<file path="src/rtl/uart_parity_tx_pkg.sv">
// Shared types and constants for the parity UART transmitter:
// FSM state encoding, baud divisors and baud-select codes.
package uart_parity_tx_pkg;

   localparam int unsigned DIV_W = 9;

   localparam logic [DIV_W-1:0] DIV_434 = 9'd434;
   localparam logic [DIV_W-1:0] DIV_217 = 9'd217;
   localparam logic [DIV_W-1:0] DIV_109 = 9'd109;
   localparam logic [DIV_W-1:0] DIV_72  = 9'd72;
   localparam logic [DIV_W-1:0] DIV_36  = 9'd36;

   localparam logic [2:0] BC_217 = 3'b001;
   localparam logic [2:0] BC_109 = 3'b010;
   localparam logic [2:0] BC_72  = 3'b011;
   localparam logic [2:0] BC_36  = 3'b100;

   typedef enum logic [2:0] {
      ST_IDLE   = 3'd0,
      ST_START  = 3'd1,
      ST_DATA   = 3'd2,
      ST_PARITY = 3'd3,
      ST_STOP   = 3'd4
   } tx_state_t;

   // Unlisted select codes fall back to the slowest rate.
   function automatic logic [DIV_W-1:0] bc_to_div(input logic [2:0] bc);
      case (bc)
         BC_217:  return DIV_217;
         BC_109:  return DIV_109;
         BC_72:   return DIV_72;
         BC_36:   return DIV_36;
         default: return DIV_434;
      endcase
   endfunction

endpackage

</file>
<file path="src/rtl/uart_baud_tick.sv">
// Baud generator: counts 0..N and emits a one-clk tick per bit period
// (N+1 clks). The divisor is re-registered every clk from BC.
module uart_baud_tick
   import uart_parity_tx_pkg::*;
(
   input  logic       clk,
   input  logic       reset,
   input  logic [2:0] BC,
   output logic       tick
);

   logic [DIV_W-1:0] div_q;
   logic [DIV_W-1:0] cnt_q;

   always_ff @(posedge clk) begin
      div_q <= bc_to_div(BC);
   end

   // A count stranded above a freshly lowered divisor restarts silently.
   always_ff @(posedge clk) begin
      if (reset) begin
         cnt_q <= '0;
         tick  <= 1'b0;
      end else if (cnt_q == div_q) begin
         cnt_q <= '0;
         tick  <= 1'b1;
      end else if (cnt_q > div_q) begin
         cnt_q <= '0;
         tick  <= 1'b0;
      end else begin
         cnt_q <= cnt_q + DIV_W'(1);
         tick  <= 1'b0;
      end
   end

endmodule

</file>
<file path="src/rtl/uart_parity_tx.sv">
// UART transmitter with a byte FIFO, optional even-parity bit and
// frame abort. Line and status outputs are registered.
module uart_parity_tx
   import uart_parity_tx_pkg::*;
#(
   parameter int unsigned DEPTH     = 4,
   parameter bit          PARITY_EN = 1'b1
) (
   input  logic                    clk,
   input  logic                    reset,
   input  logic [2:0]              BC,
   input  logic [7:0]              tx_data,
   input  logic                    tx_valid,
   output logic                    tx_ready,
   input  logic                    abort,
   output logic                    tx_out,
   output logic                    busy,
   output logic [$clog2(DEPTH):0]  fifo_count
);

   localparam int unsigned AW = $clog2(DEPTH);
   localparam int unsigned CW = AW + 1;

   logic tick;

   uart_baud_tick u_baud (
      .clk   (clk),
      .reset (reset),
      .BC    (BC),
      .tick  (tick)
   );

   // ---------------- transmit FIFO ----------------
   logic [7:0]    mem [DEPTH];
   logic [AW-1:0] wr_ptr;
   logic [AW-1:0] rd_ptr;
   logic [CW-1:0] count_next;
   logic [7:0]    fifo_head;
   logic          fifo_empty;
   logic          push;
   logic          pop;

   assign push       = tx_valid && tx_ready;
   assign fifo_empty = (fifo_count == '0);
   assign fifo_head  = mem[rd_ptr];

   always_ff @(posedge clk) begin
      if (!reset && push) begin
         mem[wr_ptr] <= tx_data;
      end
   end

   always_comb begin
      count_next = fifo_count;
      case ({push, pop})
         2'b10:   count_next = fifo_count + CW'(1);
         2'b01:   count_next = fifo_count - CW'(1);
         default: count_next = fifo_count;
      endcase
   end

   // tx_ready is registered from the next count so it always equals count < DEPTH.
   always_ff @(posedge clk) begin
      if (reset) begin
         wr_ptr     <= '0;
         rd_ptr     <= '0;
         fifo_count <= '0;
         tx_ready   <= 1'b1;
      end else begin
         if (push) begin
            wr_ptr <= wr_ptr + AW'(1);
         end
         if (pop) begin
            rd_ptr <= rd_ptr + AW'(1);
         end
         fifo_count <= count_next;
         tx_ready   <= (count_next < CW'(DEPTH));
      end
   end

   // ---------------- framing FSM ----------------
   tx_state_t  state;
   tx_state_t  state_next;
   logic [2:0] bit_idx;
   logic [2:0] bit_idx_next;
   logic [7:0] shift_q;
   logic [7:0] shift_next;
   logic       parity_q;
   logic       parity_next;
   logic       tx_out_next;
   logic       busy_next;

   always_ff @(posedge clk) begin
      if (reset) begin
         state    <= ST_IDLE;
         bit_idx  <= '0;
         shift_q  <= '0;
         parity_q <= 1'b0;
         tx_out   <= 1'b1;
         busy     <= 1'b0;
      end else begin
         state    <= state_next;
         bit_idx  <= bit_idx_next;
         shift_q  <= shift_next;
         parity_q <= parity_next;
         tx_out   <= tx_out_next;
         busy     <= busy_next;
      end
   end

   // Transitions only on a baud tick; abort overrides and drops the frame.
   always_comb begin
      state_next   = state;
      bit_idx_next = bit_idx;
      shift_next   = shift_q;
      parity_next  = parity_q;
      pop          = 1'b0;
      if (abort) begin
         state_next   = ST_IDLE;
         bit_idx_next = '0;
         shift_next   = '0;
         parity_next  = 1'b0;
      end else if (tick) begin
         case (state)
            ST_IDLE: begin
               if (!fifo_empty) begin
                  pop = 1'b1;
               end
            end
            ST_START: begin
               state_next   = ST_DATA;
               bit_idx_next = '0;
            end
            ST_DATA: begin
               if (bit_idx == 3'd7) begin
                  bit_idx_next = '0;
                  state_next   = PARITY_EN ? ST_PARITY : ST_STOP;
               end else begin
                  bit_idx_next = bit_idx + 3'd1;
               end
            end
            ST_PARITY: begin
               state_next = ST_STOP;
            end
            ST_STOP: begin
               if (!fifo_empty) begin
                  pop = 1'b1;
               end else begin
                  state_next = ST_IDLE;
               end
            end
            default: begin
               state_next = ST_IDLE;
            end
         endcase
         if (pop) begin
            state_next   = ST_START;
            shift_next   = fifo_head;
            parity_next  = ^fifo_head;
            bit_idx_next = '0;
         end
      end
   end

   // Line level follows the next state so it moves one clk after the tick.
   always_comb begin
      tx_out_next = 1'b1;
      busy_next   = (state_next != ST_IDLE);
      case (state_next)
         ST_START:  tx_out_next = 1'b0;
         ST_DATA:   tx_out_next = shift_next[bit_idx_next];
         ST_PARITY: tx_out_next = parity_next;
         default:   tx_out_next = 1'b1;
      endcase
   end

endmodule
</file>
<file path="config.mk">
export PLATFORM = sky130hd
export DESIGN_NAME = uart_parity_tx
export DESIGN_NICKNAME = d
export VERILOG_FILES = /design/src/rtl/uart_parity_tx_pkg.sv /design/src/rtl/uart_baud_tick.sv /design/src/rtl/uart_parity_tx.sv
export SDC_FILE = /design/constraint.sdc
export NUM_CORES = 1
export LEC_CHECK = 0
export ABC_AREA = 1
export CORE_MARGIN = 2
export CORE_UTILIZATION = 60
export DETAILED_ROUTE_END_ITERATION = 7
export DONT_BUFFER_PORTS = 1
export PLACE_DENSITY_LB_ADDON = 0.2
export SLEW_MARGIN = 20
export SYNTH_ARGS = -nofsm -noshare
export SYNTH_HDL_FRONTEND = slang
export SYNTH_SLANG_ARGS = --single-unit
</file>
<file path="constraint.sdc">
create_clock -name clk -period 4.55 [get_ports clk]
set_input_delay 0.91 -clock clk [delete_from_list [all_inputs] [get_ports clk]]
set_output_delay 0.91 -clock clk [all_outputs]
set_load 0.01 [all_outputs]
</file>
-- Yosys cells after proc, flatten, opt, wreduce, memory -nomap -nowiden
Memories as Yosys holds them, arrays and structs flattened. A register that Yosys moved wholly into a read port is not among the register bits.
Index checks and enable logic that the tools add are counted.
- register bits after elaboration: 44
- memory bits (writable): 32
- input bits: 15
- memories kept: 1
- add/sub/neg operators: 6
- magnitude comparators: 3
- equal/unequal tests: 15
- muxes and demuxes: 33
- reductions and logical operators: 9
- memories (name ; depth ; width ; read ports ; clocked after Yosys merged registers in ; wr ports ; RTL line ; RTL):
    mem ; 4 ; 8 ; 1 ; 1 ; 1 ; uart_parity_tx.sv:34 ; logic [7:0] mem [DEPTH];
- operator list (cell ; number):
    case mux 9 bit (4 select lines) ; 1
    2-to-1 mux 3 bit ; 9
    2-to-1 mux 8 bit ; 3
    == test 3 x 2 -> 1 bit, second input constant ; 6
    case mux 3 bit (5 select lines) ; 1
    2-to-1 mux 1 bit ; 13
    case mux 3 bit (2 select lines) ; 2
    adder 9 x 1 -> 9 bit, second input constant ; 1
    == test 3 x 1 -> 1 bit, second input constant ; 3
    == test 3 bit, second input constant ; 3
    == test 9 bit ; 1
    greater-than comparator 9 bit ; 1
    XOR reduction 8 bit ; 1
    adder 3 x 1 -> 3 bit, second input constant ; 2
    logical NOT 3 bit ; 2
    adder 2 x 1 -> 2 bit, second input constant ; 2
    less-than comparator 3 x 4 -> 1 bit, second input constant ; 1
    2-to-1 mux 2 bit ; 2
    binary-select mux 1 bit (select 3 bit) ; 1
    less-than comparator 3 bit, second input constant ; 1
    case mux 1 bit (3 select lines) ; 1
    nonzero test 3 bit ; 1
    OR reduction 3 bit ; 1
    subtractor 3 x 1 -> 3 bit, second input constant ; 1
    5 further kinds ; 6

-- Depth between registers and ports, before layout
Gate-level depths: netlist (run 1).
- word-level depth: 11
- gate-level depth with buffers: 17
- depth with buffers taken out: 15

-- By module
Synthesis (run 1) repeated with hierarchy kept, for this count alone.
- cells, all modules: 448
- area, all modules: 3763.6 µm²
- by module, submodules not included (module ; instances ; cells an instance ; area an instance (µm²) ; seq. area each (µm²)):
    uart_parity_tx ; 1 ; 340 ; 2920.3 ; 1501.4
    uart_baud_tick ; 1 ; 108 ; 843.3 ; 320.3

-- Worst setup path after synthesis (run 1)
Ideal clock, no wire load.
- path type: input -> register
- from: in abort
- to: reg tx_ready
- library setup time: 114 ps
- arrival time: 2220 ps
- data required time: 4436 ps
- slack: 2216 ps
- stages on the path: 10
- path buffers: 0
- cell sequence: inv_2 nand3_2 inv_1 ha_1 fa_1 a21oi_1 o21a_1 nor2_1 nor2_1 inv_1
- longest elaborated chain between the ends: 4
- elaborated cells on any way between the ends: 5
- those cells by class: order compare: 1; eq/ne: 2; mux: 2
- ends and longest elaborated chain (item ; RTL line ; RTL):
    from (decl) ; uart_parity_tx.sv:15 ; input logic abort,
    2-to-1 mux 1 bit * ; uart_parity_tx.sv:118 ; if (abort) begin
    via pop ; uart_parity_tx.sv:41 ; logic pop;
    == test 2 x 1 -> 1 bit / == test 2 bit (equally long branches) ; uart_parity_tx.sv:55 ; case ({push, pop})
    case mux 3 bit (2 select lines) * ; uart_parity_tx.sv:55 ;
    less-than comparator 3 bit * ; uart_parity_tx.sv:77 ; tx_ready <= (count_next < CW'(DEPTH));
    to (signal assigned) ; uart_parity_tx.sv:77 ;
    to (decl) ; uart_parity_tx.sv:14 ; output logic tx_ready,
Mark *: on every way through the listed nets, which the timed path passes. The rest lies on a longest branch.
A chain may end at the register's enable or synchronous reset.

-- Worst setup path after layout (run 1)
- from: reg fifo_count[1]
- to: reg tx_ready
- longest elaborated chain between the ends: 10
- elaborated cells on any way between the ends: 13
- those cells by class: add/sub: 2; order compare: 1; eq/ne: 2; mux: 7; reduce/logical: 1
- ends and longest elaborated chain (item ; RTL line ; RTL):
    from (decl) ; uart_parity_tx.sv:18 ; output logic [$clog2(DEPTH):0] fifo_count
    from (signal assigned) ; uart_parity_tx.sv:76 ; fifo_count <= count_next;
    logical NOT 3 bit * ; uart_parity_tx.sv:44 ; assign fifo_empty = (fifo_count == '0);
    2-to-1 mux 1 bit * ; uart_parity_tx.sv:126, uart_parity_tx.sv:146 ;
    2-to-1 mux 1 bit * ; -- ;
    2-to-1 mux 1 bit * ; uart_parity_tx.sv:123 ; end else if (tick) begin
    2-to-1 mux 1 bit * ; uart_parity_tx.sv:118 ;
    2-to-1 mux 1 bit * ; uart_parity_tx.sv:123 ;
    2-to-1 mux 1 bit * ; uart_parity_tx.sv:118 ;
    via pop ; uart_parity_tx.sv:41 ;
    == test 2 x 1 -> 1 bit / == test 2 bit (equally long branches) ; uart_parity_tx.sv:55 ;
    case mux 3 bit (2 select lines) * ; uart_parity_tx.sv:55 ;
    less-than comparator 3 bit * ; uart_parity_tx.sv:77 ;
Mark *: on every way through the listed nets, which the timed path passes. The rest lies on a longest branch. The select of a mux whose other input is x is not followed.

==> qor.txt, run 1 <==
status = finished clean
Antenna diodes = 0
clk slew on worst S/H paths = 0.08 ns
Setup Viol. Count Final = 0
Net Switching = 0.000304 W
P_leak = 1.71 nW
GPL Wtd Cong = 0.831
M1 WL = 3070 microns
Clk Latency, worst-skew pair = 0.35 ns
I/O pins = 21
Mapped Avg Cell Area = 8.30 sq um
die width = 81.9 microns
DPL Wire Length = 4810 microns
R2R Setup Slk = 2.36 ns
peak supply drop = 0.000233 V
Crit-path slowest cell = dfxtp_1
sequential share of the synthesized area = 50.0%
hold path depth = 2
max-capacitance violation count = 0
Cell Pwr Density = 361 mW/mm^2
main combinational cell family by area after synthesis = simple AND/OR/NAND/NOR gates
FILL cells = 505
Die Ht = 81.9 microns
Synth Area in Adders = 6.39%
via count = 2736
setup TNS = 0 ns
Fin Hold WS = 0.466 ns
Post-Synth XOR/XNOR Area = 1.44%
HP Class = reg2reg
mux contribution to synthesized area = 0%
Global Route Usage Sum = 22.4%
Slew headroom = 45.4%
iteration-0 DRC count of the detailed router = 177
unrepaired setup endpoints after global routing = no
met2 wire len = 3260 microns
Syn. warnings = 0
fin area = 0.00390 sq mm
Area after DPL = 0.00366 sq mm
Overflow after GRT = 0
CP bufs+invs = 2
required time worst endpoint = 4.79 ns
vias in the first global route = 2543
Max FO, Critical Path = 8
Combinational Power Share = 5.1%
crit share post-route = 48.2%
Slew @ Worst Pin = 0.817 ns
Gate Count Post-Synth = 439
skew final = 0.0105 ns
Num Clock Sinks = 75
average routed wire per standard cell = 12.9 microns
CP endpoint kind = register
Synth Area in Compound Gates = 6.11%
Simple-Gate Fraction of Synth Area = 28.9%
Layout Utilization = 66.3%
DRC = 0
crit-path leading delay family = adder cells
Seq cells post-synth = 75
CTS root buf = clkbuf_8
htree depth = 3
HP Start = parity_q
initial antenna violation count = 0
DP Worst Slack = 2.05 ns
CTS tree = yes
Num CTS Buffers = 9
CTS Hold Bufs = 0
first-pass GRT wire length = 11200 microns
initial core utilization = 61.9%
Post-CTS Repair Setup Buffers = 0
Internal = 0.00111 W
cell area after synthesis = 0.00364 sq mm
final WL = 6740 microns
Arr. time, crit path = 2.44 ns
die area = 0.00671 sq mm
Via density = 5.25
post_cts resized = 0
Critical Path Stages = 11
Worst setup SP type = register
WHS Endpoint = parity_q
crit path cell chain = nor2_1 > nand2_1 > nand3_2 > inv_1 > ha_1 > fa_1 > a21oi_1 > o21a_1 > nor2_1 > nor2_1 > inv_1
reg-to-reg critical path startpoint = fifo_count[1]
core box area = 0.00589 sq mm
syn nets = 472
first drt pass iteration count = 4
sequential fraction of design power = 51.7%
final net count = 474
Top cell by count, worst path = nor2_1
critical path class = reg2reg
Row Count = 28
Final Hold Fails = 0
deepest clock path buffer count = 2
Peak Freq = 456 MHz
share of total power in the clock network = 43.1%
largest net degree at the start of global routing = 19
Slew Viols, Final = 0
met3 WL post-DR = 359 microns
layout cells sized above 1 = 10.1%
Syn-to-layout area delta = 7.04%
Worst Reg-to-Reg Cells = 11
I/O Buffers = 0
fin crit period = 2.19 ns
Top Layer Used = met4
CP peak stage delay = 0.39 ns
final setup margin = 2.36 ns
Routed Antenna Nets = 0
reg-to-reg endpoint = tx_ready
count of different cell masters after synthesis = 34
Sw Share = 21.5%
metal layers:
metal | GRT usage [%] | vias to the layer above
met5 | 0 | -
met4 | 9.17 | 0
met3 | 5.71 | 4
met2 | 36.7 | 58
met1 | 28.4 | 1242
li1 | - | 1432
stage by stage:
step	instances	power (W)
after CTS	521	0.00142
after detailed placement	505	0.000816
after global routing	521	0.00146
after floorplan	439	0.000801
final	521	0.00141
after global placement	505	0.000812
layout by cell type, fill, tap and decap left out, drive strengths merged, types with 4 or more instances in the layout:
cell    netlist  routed
inv          46      46
nand3        47      47
a21oi        16      16
clkbuf        1       9
dfxtp        43      43
o21ai        17      17
nor2         49      49
nand2       140     140
ha           17      17
nand4         4       4
xor2          4       4
clkinv        2       5
edfxtp       32      32
sequential cells by signal, indices dropped and copies added (netlist names), 2 cells and up, named ones only:
name / cells
mem: 32
u_baud.cnt_q: 9
shift_q: 8
u_baud.div_q: 6
bit_idx: 3
fifo_count: 3
state: 3
rd_ptr: 2
wr_ptr: 2
worst register-to-register path, delay by kind of cell (launching register included):
kind,cells,cell delay (ns)
adder cells (fa/ha/maj),2,0.63
AND/OR/NAND/NOR,5,0.63
buffers and inverters,2,0.17
AO/OA/AOI/OAI,2,0.29
flip-flops,1,0.39
area by class of cell:
class	count	area [sq um]	share of cell area (%)
sequential	75	1820	46.7
clock inverter	7	116	2.98
multi-input combinational	307	1560	40.0
tap	75	93.8	2.41
inverter	48	185	4.75
clock buffer	9	124	3.18
synthesized netlist by cell type (all sizes together):
library cell	instances	area share, %
edfxtp	32	26
fa	1	0.55
nor2	49	5.5
nand2	140	15
xnor2	2	0.48
nand3	47	6.7
o21a	3	0.62
nor3	2	0.27
a31oi	1	0.17
clkinv	2	0.21
a21oi	16	2.3
dfxtp	43	24
nand4	4	0.69
o211a	1	0.27
xor2	4	0.96
ha	17	5.8
o21ai	17	2.3
o221ai	1	0.41
buf	8	2.0
inv	46	4.9
nor3b	2	0.41
clkbuf	1	0.10
worst max-delay path by stage:
stage                             start        to  slack, ns
after detailed placement          abort  tx_ready       2.05
after CTS                 fifo_count[1]  tx_ready       2.35
after global routing      fifo_count[1]  tx_ready       2.19
final                     fifo_count[1]  tx_ready       2.36
after global placement            abort  tx_ready       2.13
after floorplan                   abort  tx_ready       2.22
kinds of logic after synthesis:
logic type      Yosys count
flops                    75
fa+ha+maj                18
compound gates           39
xor+xnor                  6
simple gates            244
buf+inv                  57
power groups by stage:
stage               Combinational (W)  Sequential [W]  Clock [W]
finish                      0.0000726        0.000729   0.000608
global route                0.0000843        0.000731   0.000642
CTS                         0.0000726        0.000729   0.000617
detailed placement          0.0000717        0.000745          0
global placement            0.0000682        0.000744          0
floorplan                   0.0000586        0.000742          0
Note: power is estimated with default switching activity, not from simulation.
==> run 2, diff against run 1 <==
Settings changed: CORE_UTILIZATION 60 to 57.
Clock period 4.55 ns to 1.8 ns, I/O delays scaled along.
==> run 2 against run 1 <==
  * Via count grew 4.2%
  * Clock power is 110% higher
  * Design area increased by 4.9%
  * Sequential cell count stayed put
  * Count of clock-buffer cells in the layout up 2
  * First-iteration DRC count down 12%
  * Global-route usage down 1.5 points
  * Hold slack worse by 0.40 ns
  * Core utilization decreased by 1.1 points
  * Clock skew up 0.0040 ns
  * Worst setup slack got worse by 2.3 ns
  * Combinational power grew to 3.1 times the previous value
==> qor.txt, run 2 (synthesis gave the netlist of run 1 again) <==
final WL = 6840 microns (+1.5%)
Setup Viol. Count Final = 0 (unchanged)
Crit-path slowest cell = fa_2
Global Route Usage Sum = 20.9% (-1.5 points)
I/O pins = 21 (unchanged)
CP endpoint kind = register
peak supply drop = 0.000587 V (+150%)
first-pass GRT wire length = 11700 microns (+4.5%)
Slew headroom = 69.1% (+24 points)
Num Clock Sinks = 75 (unchanged)
P_leak = 1.79 nW (+4.7%)
DP Worst Slack = -0.00622 ns (-2.06 ns)
Die Ht = 84.0 microns (+2.5%)
largest net degree at the start of global routing = 19 (unchanged)
Largest register FFs = 32 (unchanged)
final net count = 496 (+4.6%)
crit share post-route = 96.1% (+48 points)
Total Power Consumption = 0.00334 W (+140%)
fin crit period = 1.73 ns (-0.463 ns)
hold path depth = 1 (-1)
Peak Freq = 578 MHz (+27%)
sequential fraction of design power = 55.0% (+3.3 points)
skew final = 0.0145 ns (+0.00398 ns)
first drt pass iteration count = 4 (unchanged)
Num CTS Buffers = 9 (unchanged)
Final Hold Fails = 0 (unchanged)
commonest non-fill, non-tap cell in the layout = nand2_1
layout cells sized above 1 = 16.7% (+6.6 points)
fin area = 0.00409 sq mm (+4.9%)
HP Class = in2reg
GPL Wtd Cong = 0.901 (+8.5%)
via count = 2852 (+4.2%)
Antenna diodes = 0 (unchanged)
Sw Share = 23.8% (+2.2 points)
CP peak stage delay = 0.34 ns (-0.05 ns)
unrepaired setup endpoints after global routing = yes
Top cell by count, worst path = nor2_1
Internal = 0.00255 W (+130%)
Overflow after GRT = 0 (unchanged)
Most flops, register = mem
Area after DPL = 0.00384 sq mm (+5.0%)
Worst Reg-to-Reg Cells = 11 (unchanged)
deepest clock path buffer count = 2 (unchanged)
status = finished clean
Cell Pwr Density = 816 mW/mm^2 (+130%)
max-capacitance violation count = 0 (unchanged)
clk slew on worst S/H paths = 0.09 ns (about the same)
Arr. time, crit path = 1.98 ns (-0.46 ns)
footprint of the multi-input gates = 0.00161 sq mm (+3.0%)
die width = 84.0 microns (+2.5%)
initial core utilization = 58.1% (-3.9 points)
Fin Hold WS = 0.0656 ns (-0.401 ns)
Combinational Power Share = 6.7% (+1.6 points)
CTS tree = yes
Via density = 5.23 (-0.35%)
Slew @ Worst Pin = 0.458 ns (-0.359 ns)
Routed Antenna Nets = 0 (unchanged)
Slew Viols, Final = 0 (unchanged)
Syn-to-layout area delta = 12.3%
Row Count = 29 (+3.6%)
final setup margin = 0.0701 ns (-2.29 ns)
commonest non-fill, non-tap cells in the layout = nand2_1 (125), nor2_1 (43), nand3_1 (43)
core box area = 0.00628 sq mm (+6.7%)
I/O Buffers = 0 (unchanged)
DRC = 0 (unchanged)
initial antenna violation count = 0 (unchanged)
crit path cell chain = nor2_2 > nand2_2 > nand3_4 > inv_4 > ha_4 > fa_2 > a21oi_2 > o21a_1 > nor2_1 > nor2_1 > inv_1
Max FO, Critical Path = 3 (-5)
Net Switching = 0.000793 W (+160%)
average routed wire per standard cell = 12.5 microns (-2.9%)
largest registers = mem (32), u_baud.cnt_q (9), shift_q (8)
sequential cell area = 0.00183 sq mm (+0.34%)
Worst setup SP type = register
critical path class = reg2reg
vias in the first global route = 2646 (+4.1%)
htree depth = 3 (unchanged)
die area = 0.00705 sq mm (+5.0%)
Clk Latency, worst-skew pair = 0.35 ns (about the same)
share of total power in the clock network = 38.4% (-4.7 points)
CTS root buf = clkbuf_8
FILL cells = 515 (+2.0%)
iteration-0 DRC count of the detailed router = 155 (-12%)
DPL Wire Length = 4950 microns (+2.8%)
required time worst endpoint = 2.05 ns (-2.74 ns)
-- run 2: cell types whose count changed in the layout (fill, tap and decap cells not counted), sizes merged --
cell	before	now
buf	0	22
clkinv	5	2
bufinv	3	1
clkbuf	9	11
clkinvlp	1	3
inv	46	47
-- run 2: metal layers --
metal | routed length, microns | track usage (%) | vias up | share of wire (%)
met5 | 0 | 0 | - | 0
met4 | 116 | 7.92 | 0 | 1.7
met3 | 312 | 5.93 | 14 | 4.6
met2 | 3220 | 33.0 | 60 | 47
met1 | 3190 | 27.5 | 1295 | 47
li1 | - | - | 1483 | -
-- run 2: area by class of cell --
class,instances,area share [%]
clock inverter,5,1.50
sequential,75,44.7
multi-input combinational,307,39.3
clock buffer,11,3.21
inverter,48,4.65
timing repair buffer,22,4.34
tap,77,2.35
-- run 2: final timing paths --
path	start	endpoint	slack, ns
worst max-delay path	fifo_count[1]	tx_ready	0.07
worst min-delay path	reset	u_baud.tick	0.07
worst max register to register	fifo_count[1]	tx_ready	0.07
worst min register to register	rd_ptr[1]	rd_ptr[1]	0.48
-- run 2: worst max-delay path: cells and delay by family, from the launching register on --
| kind | cells | cell delay (ns) |
|---|---|---|
| AO/OA/AOI/OAI | 2 | 0.26 |
| AND/OR/NAND/NOR | 5 | 0.46 |
| buffers and inverters | 2 | 0.09 |
| flip-flops | 1 | 0.33 |
| adder cells (fa/ha/maj) | 2 | 0.49 |
-- run 2: power by group through the flow --
| stage | Clock [W] | Combinational (W) | Sequential (W) |
|---|---|---|---|
| floorplan | 0 | 0.000152 | 0.00188 |
| global placement | 0 | 0.000205 | 0.00187 |
| detailed placement | 0 | 0.000212 | 0.00188 |
| CTS | 0.00131 | 0.000215 | 0.00184 |
| global route | 0.00137 | 0.000258 | 0.00184 |
| finish | 0.00128 | 0.000222 | 0.00184 |
-- run 2: per-stage QoR --
stage / instances / TNS, ns / utilization (%)
final: 545 / 0 / 65.2
after global routing: 545 / -0.0885 / 65.2
after CTS: 543 / 0 / 64.4
after detailed placement: 527 / -0.00622 / 61.3
after global placement: 527 / 0 / 61.3
after floorplan: 439 / 0 / -
-- run 2: what timing repair did --
action | CTS | global route
buffers inserted | 0 | 2
endpoints found under the setup margin | 1 | 12
hold buffers | 0 | 0
pin swaps | 0 | 2
endpoints found under the hold margin | 0 | 0
resized for setup | 1 | 9
==> run 3, diff against run 2 <==
--- a/config.mk
+++ b/config.mk
@@ -10,2 +10,3 @@
 export CORE_UTILIZATION = 57
+export CTS_CLUSTER_SIZE = 10
 export DETAILED_ROUTE_END_ITERATION = 7
--- a/constraint.sdc
+++ b/constraint.sdc
@@ -3,2 +3,2 @@
 set_output_delay 0.36 -clock clk [all_outputs]
-set_load 0.01 [all_outputs]
+set_load 0.1 [all_outputs]
==> run 3 against run 2 <==
  * Final cell count rose by 0.55%
  * Clock skew fell by 0.010 ns
  * Sequential cell count did not move
  * Routed wire length rose by 2.2%
  * Critical path depth rose by 1
  * Via count fell by 0.63%
  * Non-clock buffer count rose by 3
  * Sequential power barely moved
==> qor.txt, run 3 (synthesis gave the netlist of run 1 again) <==
status = finished clean
P_leak = 1.83 nW (+2.4%)
commonest non-fill, non-tap cells in the layout = nand2_1 (124), nor2_1 (43), nand3_1 (42)
Via density = 5.17 (-1.2%)
Num Clock Sinks = 75 (unchanged)
Slew @ Worst Pin = 0.406 ns (-0.0523 ns)
Arr. time, crit path = 1.97 ns (about the same)
layout cells sized above 1 = 20.0% (+3.3 points)
clk slew on worst S/H paths = 0.08 ns (about the same)
CP endpoint kind = register
I/O Buffers = 0 (unchanged)
Peak Freq = 580 MHz (+0.29%)
CTS Hold Bufs = 0 (unchanged)
Row Count = 29 (unchanged)
final WL = 6990 microns (+2.2%)
crit path launch = state[1]
reg-to-reg critical path startpoint = state[1]
Cell Pwr Density = 841 mW/mm^2 (+3.1%)
die width = 84.0 microns (unchanged)
critical path class = reg2reg
Max FO, Critical Path = 4 (+1)
Slew Viols, Final = 0 (unchanged)
CTS root buf = clkbuf_8
Antenna diodes = 0 (unchanged)
max-capacitance violation count = 0 (unchanged)
I/O pins = 21 (unchanged)
HP Class = in2reg
skew final = 0.00435 ns (-0.0101 ns)
final setup margin = 0.0751 ns (+0.00500 ns)
placed cells = 527 (unchanged)
core box area = 0.00628 sq mm (unchanged)
final net count = 499 (+0.60%)
GPL Wtd Cong = 0.827 (-8.2%)
DRC = 0 (unchanged)
die area = 0.00705 sq mm (unchanged)
Worst Reg-to-Reg Cells = 12 (+1)
DPL Wire Length = 5080 microns (+2.6%)
Num CTS Buffers = 9 (unchanged)
via count = 2834 (-0.63%)
htree depth = 3 (unchanged)
vias in the first global route = 2696 (+1.9%)
CTS tree = yes
initial core utilization = 58.1% (unchanged)
Routed Antenna Nets = 0 (unchanged)
Worst setup SP type = register
fin crit period = 1.72 ns (-0.00500 ns)
peak supply drop = 0.000604 V (+2.9%)
largest net degree at the start of global routing = 19 (unchanged)
iteration-0 DRC count of the detailed router = 164 (+5.8%)
first drt pass iteration count = 4 (unchanged)
Finished Layout Cells = 548 (+0.55%)
Clk Latency, worst-skew pair = 0.35 ns (about the same)
Setup Viol. Count Final = 0 (unchanged)
largest registers = mem (32), u_baud.cnt_q (9), shift_q (8)
Die Ht = 84.0 microns (unchanged)
initial antenna violation count = 0 (unchanged)
commonest non-fill, non-tap cell in the layout = nand2_1
Largest register FFs = 32 (unchanged)
crit path to = tx_ready
Slew headroom = 72.7% (+3.5 points)
Final Hold Fails = 0 (unchanged)
average routed wire per standard cell = 12.8 microns (+1.7%)
Global Route Usage Sum = 21.0% (+0.044 points)
deepest clock path buffer count = 2 (unchanged)
R2R Setup Slk = 0.08 ns (about the same)
reg-to-reg endpoint = tx_ready
first-pass GRT wire length = 11800 microns (+1.2%)
Most flops, register = mem
Syn-to-layout area delta = 14.9%
Total Power Consumption = 0.00352 W (+5.6%)
DP Worst Slack = 0.0125 ns (+0.0188 ns)
Overflow after GRT = 0 (unchanged)
crit share post-route = 95.8% (-0.28 points)
required time worst endpoint = 2.05 ns (about the same)
run 3: final cells by class:
class                           instances  area (sq um)
Inverter                               48           188
Fill cell                             500          2090
Timing Repair Buffer                   25           191
Multi-Input combinational cell        307          1650
Tap cell                               77          96.3
Clock buffer                            9           124
Sequential cell                        75          1840
Clock inverter                          7           100
run 3: layer usage:
| layer | GRT usage (%) | part of all wire, % | up-vias |
|---|---|---|---|
| li1 | - | - | 1482 |
| met1 | 26.1 | 45 | 1288 |
| met2 | 34.0 | 48 | 53 |
| met3 | 7.12 | 5.5 | 11 |
| met4 | 7.48 | 1.7 | 0 |
| met5 | 0 | 0 | - |
run 3: power breakdown:
group,switching (W),internal [W]
sequential,0.0000204,0.00181
clock,0.000642,0.000789
combinational,0.000176,0.0000846
run 3: how the worst min path moves through the flow:
stage | start | to | slack (ns) | cells after the start
5_1_grt | reset | state[2] | 0.05 | 1
3_5_place_dp | reset | shift_q[6] | 0.44 | 1
4_1_cts | reset | state[2] | 0.06 | 1
6_report | reset | parity_q | 0.07 | 1
3_3_place_gp | reset | parity_q | 0.43 | 1
2_1_floorplan | BC[0] | u_baud.div_q[5] | 0.43 | 1
run 3: through the flow:
stage | hold slack (ns) | setup TNS (ns) | cell area (sq um) | utilization, %
after floorplan | 0.429 | -0.154 | 3690 | -
after global placement | 0.434 | 0 | 3860 | 61.5
after detailed placement | 0.436 | 0 | 3860 | 61.5
after CTS | 0.0641 | 0 | 4100 | 65.4
after global routing | 0.0467 | -0.0306 | 4190 | 66.7
final | 0.0725 | 0 | 4190 | 66.7
run 3: critical path, stage by stage, from the launching register on:
cell and delay (ns):
dfxtp_2 0.34, inv_2 0.05, nand2_2 0.07, nor2_4 0.06
nand3_4 0.09, inv_4 0.05, ha_4 0.15, fa_2 0.34
o21a_1 0.19, nand2_1 0.05, nand2_1 0.06, nor2_2 0.12
inv_1 0.05
run 3: timing repair:
| item | in CTS | in global routing |
|---|---|---|
| setup endpoints to repair | 1 | 4 |
| setup buffers | 2 | 3 |
| resized for setup | 3 | 17 |
| pin swaps | 6 | 11 |
